===== src/rtl/result_drain.sv =====
// result_drain: waits a fixed compute latency after start, snapshots the result
// matrix C, then streams it out row-major over a valid/ready handshake.
module result_drain #(
  parameter int WIDTH          = 8,
  parameter int SIZE           = 4,
  parameter int COMPUTE_CYCLES = 3 * SIZE
) (
  input  logic                        clk,
  input  logic                        rst,
  input  logic                        start,
  input  logic signed [2*WIDTH-1:0]   C [0:SIZE-1][0:SIZE-1],
  output logic signed [2*WIDTH-1:0]   out_data,
  output logic                        out_valid,
  input  logic                        out_ready,
  output logic                        out_row_last,
  output logic                        out_last,
  output logic                        busy,
  output logic                        done
);

  localparam int IW = (SIZE > 1) ? $clog2(SIZE) : 1;
  localparam int CW = (COMPUTE_CYCLES > 1) ? $clog2(COMPUTE_CYCLES) : 1;
  localparam logic [IW-1:0] LAST_IDX = IW'(SIZE - 1);

  typedef enum logic [1:0] {IDLE, WAIT, STREAM} state_e;

  state_e                    state_q, state_d;
  logic [CW-1:0]             cnt_q, cnt_d;
  logic [IW-1:0]             row_q, row_d;
  logic [IW-1:0]             col_q, col_d;
  logic [IW-1:0]             nrow, ncol;
  logic signed [2*WIDTH-1:0] buf_q [0:SIZE-1][0:SIZE-1];
  logic signed [2*WIDTH-1:0] buf_d [0:SIZE-1][0:SIZE-1];
  logic signed [2*WIDTH-1:0] data_q, data_d;
  logic                      valid_q, valid_d;
  logic                      rlast_q, rlast_d;
  logic                      last_q, last_d;
  logic                      busy_q, busy_d;
  logic                      done_q, done_d;

  always_comb begin
    state_d = state_q;
    cnt_d   = cnt_q;
    row_d   = row_q;
    col_d   = col_q;
    buf_d   = buf_q;
    data_d  = data_q;
    valid_d = valid_q;
    rlast_d = rlast_q;
    last_d  = last_q;
    busy_d  = busy_q;
    done_d  = 1'b0;
    ncol    = (col_q == LAST_IDX) ? '0 : col_q + 1'b1;
    nrow    = (col_q == LAST_IDX) ? row_q + 1'b1 : row_q;
    unique case (state_q)
      IDLE: begin
        if (start) begin
          state_d = WAIT;
          cnt_d   = CW'(COMPUTE_CYCLES - 1);
          busy_d  = 1'b1;
        end
      end
      WAIT: begin
        if (cnt_q == '0) begin
          // First element comes straight from C; the buffer fills on this edge.
          buf_d   = C;
          row_d   = '0;
          col_d   = '0;
          data_d  = C[0][0];
          valid_d = 1'b1;
          rlast_d = (SIZE == 1);
          last_d  = (SIZE == 1);
          state_d = STREAM;
        end else begin
          cnt_d = cnt_q - 1'b1;
        end
      end
      STREAM: begin
        if (out_ready) begin
          if (last_q) begin
            state_d = IDLE;
            valid_d = 1'b0;
            rlast_d = 1'b0;
            last_d  = 1'b0;
            busy_d  = 1'b0;
            done_d  = 1'b1;
          end else begin
            row_d   = nrow;
            col_d   = ncol;
            data_d  = buf_q[nrow][ncol];
            rlast_d = (ncol == LAST_IDX);
            last_d  = (ncol == LAST_IDX) && (nrow == LAST_IDX);
          end
        end
      end
      default: state_d = IDLE;
    endcase
  end

  always_ff @(posedge clk) begin
    buf_q <= buf_d;
    if (!rst) begin
      state_q <= IDLE;
      cnt_q   <= '0;
      row_q   <= '0;
      col_q   <= '0;
      data_q  <= '0;
      valid_q <= 1'b0;
      rlast_q <= 1'b0;
      last_q  <= 1'b0;
      busy_q  <= 1'b0;
      done_q  <= 1'b0;
    end else begin
      state_q <= state_d;
      cnt_q   <= cnt_d;
      row_q   <= row_d;
      col_q   <= col_d;
      data_q  <= data_d;
      valid_q <= valid_d;
      rlast_q <= rlast_d;
      last_q  <= last_d;
      busy_q  <= busy_d;
      done_q  <= done_d;
    end
  end

  assign out_data     = data_q;
  assign out_valid    = valid_q;
  assign out_row_last = rlast_q;
  assign out_last     = last_q;
  assign busy         = busy_q;
  assign done         = done_q;

endmodule


===== config.mk =====
export PLATFORM = sky130hd
export DESIGN_NAME = result_drain
export DESIGN_NICKNAME = d
export VERILOG_FILES = /design/src/rtl/result_drain.sv
export SDC_FILE = /design/constraint.sdc
export NUM_CORES = 1
export LEC_CHECK = 0
export BUFFER_PORTS_ARGS = -buffer_cell sky130_fd_sc_hd__buf_2
export CORE_MARGIN = 3
export CORE_UTILIZATION = 55
export DETAILED_ROUTE_END_ITERATION = 7
export HOLD_SLACK_MARGIN = 0.1
export PLACE_DENSITY = 0.8
export SYNTH_ARGS = -nofsm -noshare
export SYNTH_HDL_FRONTEND = slang
export SYNTH_SLANG_ARGS = --single-unit

===== constraint.sdc =====
create_clock -name clk -period 16.9 [get_ports clk]
set_clock_uncertainty 0.2 [all_clocks]
set_input_delay 3.38 -clock clk [delete_from_list [all_inputs] [get_ports clk]]
set_output_delay 3.38 -clock clk [all_outputs]
set_load 0.005 [all_outputs]

==> flow_summary.yaml <==
clock_tree:
  postCtsSetupBuffers: 0
  cts_hold_repair.buffers: 0
  cts.sinks: 287
  clkLatencyLatePin_ps: 550
  cts_tree: "done"
  cts_buffers: 30
  clk_pin_slew_worst_paths_ps: 60
  clock_tree.buffer_depth: 3
  htreeDepth: 1
  cts_resized: 0
  cts-root-buf: "clkbuf_16"
global_route:
  grt_pass1_wl_um: 52170
  grt_max_degree: 90
  gr-total-overflow: 0
  grt_pass1_vias: 9256
  grtUsageTotal_pct: 26.19
  antenna_found_initial: 13
logic_synthesis:
  syn_area_mm2: 0.01316
  synth_edf_count: 256
  syn_inst: 926
  avgSynthCellArea_um2: 14.21
  synthDistinctLibCells: 51
  yosys_warnings: 0
  ys_ff_latch: 287
  yosysTopAreaCell: "edfxtp_1"
  synthTopCellsByArea: "edfxtp_1 (58%), mux2i_1 (9.7%), mux4_2 (5.0%)"
  yosysMostFrequentCell: "edfxtp_1"
  yosysTopAreaCellShare_pct: 58.43
  synth_commonest_cells: "edfxtp_1 (256), mux2i_1 (128), nand2_1 (68)"
  synthArstFlopShare_pct: 0
  synth.net_count: 1190
  synthFlopType: "edfxtp_1"
  synth_seq_area_share_pct: 63.14
critical_path:
  endpoint_kind: "output port"
  crit_chain: "buf_2"
  required_ps: 13320
  crit_fanout: 6
  setup.worst_path.class: "reg -> out"
  critPathTopFamily: "flip-flops"
  crit_path_start_kind: "flop"
  worst_ep_arrival_time_ps: 1180
  path_buf_inv: 1
  crit_slowest_cell: "dfxtp_1"
  max_stage_delay_ps: 460
placed_design:
  numPortBuffers: 280
  dp_hpwl_um: 24020
  gp_congestion: 0.8345
sta:
  clock.fmax_mhz: 210.1
  hold_viol_final: 0
  rsz0062_at_grt: "no"
  period_share_pct: 28.16
  fin_crit_ps: 4759
  tightestPinTransition_ps: 1124
  relSlewSlack_pct: 25.05
  slew_viol_final: 0
  final.setup.tns_ps: 0
  setup_viol: 0
run_status:
  status: "completed"
floorplan:
  die_x_um: 160.7
  start_util_pct: 57.07
  die-area_mm2: 0.02581
  ios: 281
  die_height_um: 160.7
  core_region_area_mm2: 0.02305
  rows: 55
route:
  wire_per_inst_um: 22.98
  drt_iter0_markers: 923
  vias: 9257
  antenna_left: 0
  route.detailed.drc: 0
  wl_um: 35050
  viasPerCell: 6.070
  first_pass_iters: 5
power:
  seqPwrFrac_pct: 51.7
  ir_worst_vdd_v: 0.00009141
  p_sw_share_pct: 21.89
  pwr-share-clk_pct: 41.0
  power.leakage_uw: 0.005432
  combPwrFrac_pct: 7.4
  internal-power_uw: 1289
  netSwitchingPower_uw: 361.4
  power_per_cell_area_mw_per_mm2: 105.0
layout:
  final_layout_size_suffix_gt1_share_pct: 32.06
  num-nets-final: 1444
  fin_util_pct: 68.22
  syn2layout_area_growth_pct: 19.52
job:
  drv_cap: 0
hold_path:
  hold_path.class: "reg -> reg"
==> kinds of logic (layout without fill, tap and decap cells) <==
group	count (synthesis)	after routing	share of synthesized area, %
fa+ha+maj	4	4	0.3804
simple gates	152	152	5.335
xor+xnor	3	3	0.1997
buf+inv	75	353	3.214
mux	158	158	14.79
flops	287	287	63.14
compound gates	247	247	12.94
other cells	0	8	0
==> state kept, by name (all words and copies together), names as in the netlist <==
register / flops
out_last: 1
cnt_q: 4
buf_q: 256
out_valid: 1
done: 1
col_q: 2
out_data: 16
state_q: 2
out_row_last: 1
row_q: 2
busy: 1
==> final cells by class <==
type                            instances  area [µm²]
Timing Repair Buffer                  293        1499
Clock buffer                           33       772.0
Tap cell                              313       391.6
Fill cell                            1628        7327
Antenna cell                            8       20.02
Multi-Input combinational cell        564        4457
Clock inverter                         23       256.5
Inverter                                4       15.01
Sequential cell                       287        8315
==> cell usage in the layout, fill, tap and decap left out, types with 12 or more instances in the layout <==
cell       synthesis  layout
buf_2             23     280
edfxtp_1         256     256
mux2i_1          128     128
nand2_1           68      68
a21oi_1           57      57
o21ai_0           48      48
a22o_1            34      34
nor2_1            32      30
clkbuf_16          0      30
mux4_2            29      29
dfxtp_1           31      29
o22ai_1           23      23
a211o_1           21      21
a211oi_1          18      18
nor2b_1           15      14
buf_4             12      13
a221oi_1          12      12
==> worst reg2reg max path: cells and delay by family, from the launching register on <==
family / cells / cell delay, ps
AOI/OAI and AO/OA: 4 / 1030
and+or+nand+nor: 2 / 750
DFF: 1 / 490
adders and majority gates: 1 / 640
buffers and inverters: 1 / 900
==> power groups by stage <==
stage | logic (µW) | registers (µW) | clock network, µW
floorplan | 65.3 | 881 | 0
global placement | 117 | 864 | 0
detailed placement | 121 | 866 | 0
CTS | 122 | 852 | 686
global route | 133 | 857 | 718
finish | 122 | 853 | 676
==> per-stage QoR <==
step	setup slack, ps	hold WS (ps)	power, µW	instances	area (µm²)
4_1_cts	12130	255.1	1660	1517	15710
3_5_place_dp	11940	241.2	987.5	1461	14680
5_1_grt	12090	283.5	1708	1525	15730
6_report	12140	254.6	1651	1525	15730
2_1_floorplan	2896	238.8	946.1	926	13160
3_3_place_gp	12070	236.9	981.0	1461	14680
==> layer usage <==
| metal | wire length (µm) | part of all wire, % | vias to the layer above | track usage (%) |
|---|---|---|---|---|
| met4 | 1076 | 3.1 | 10 | 9.152 |
| li1 | - | - | 4216 | - |
| met1 | 14200 | 41 | 4516 | 35.85 |
| met5 | 57 | 0.16 | - | 0 |
| met3 | 2468 | 7.0 | 79 | 3.998 |
| met2 | 17240 | 49 | 436 | 43.16 |
==> final timing paths <==
| path | start | end | slack, ps | cells past startpoint |
|---|---|---|---|---|
| max | out_last | out_last | 12140 | 1 |
| min | out_data[12] | out_data[12] | 250 | 2 |
| max reg2reg | col_q[0] | out_data[9] | 12830 | 8 |
| min reg2reg | out_data[12] | out_data[12] | 250 | 2 |
No activity file was read; power rests on OpenSTA's default activity.
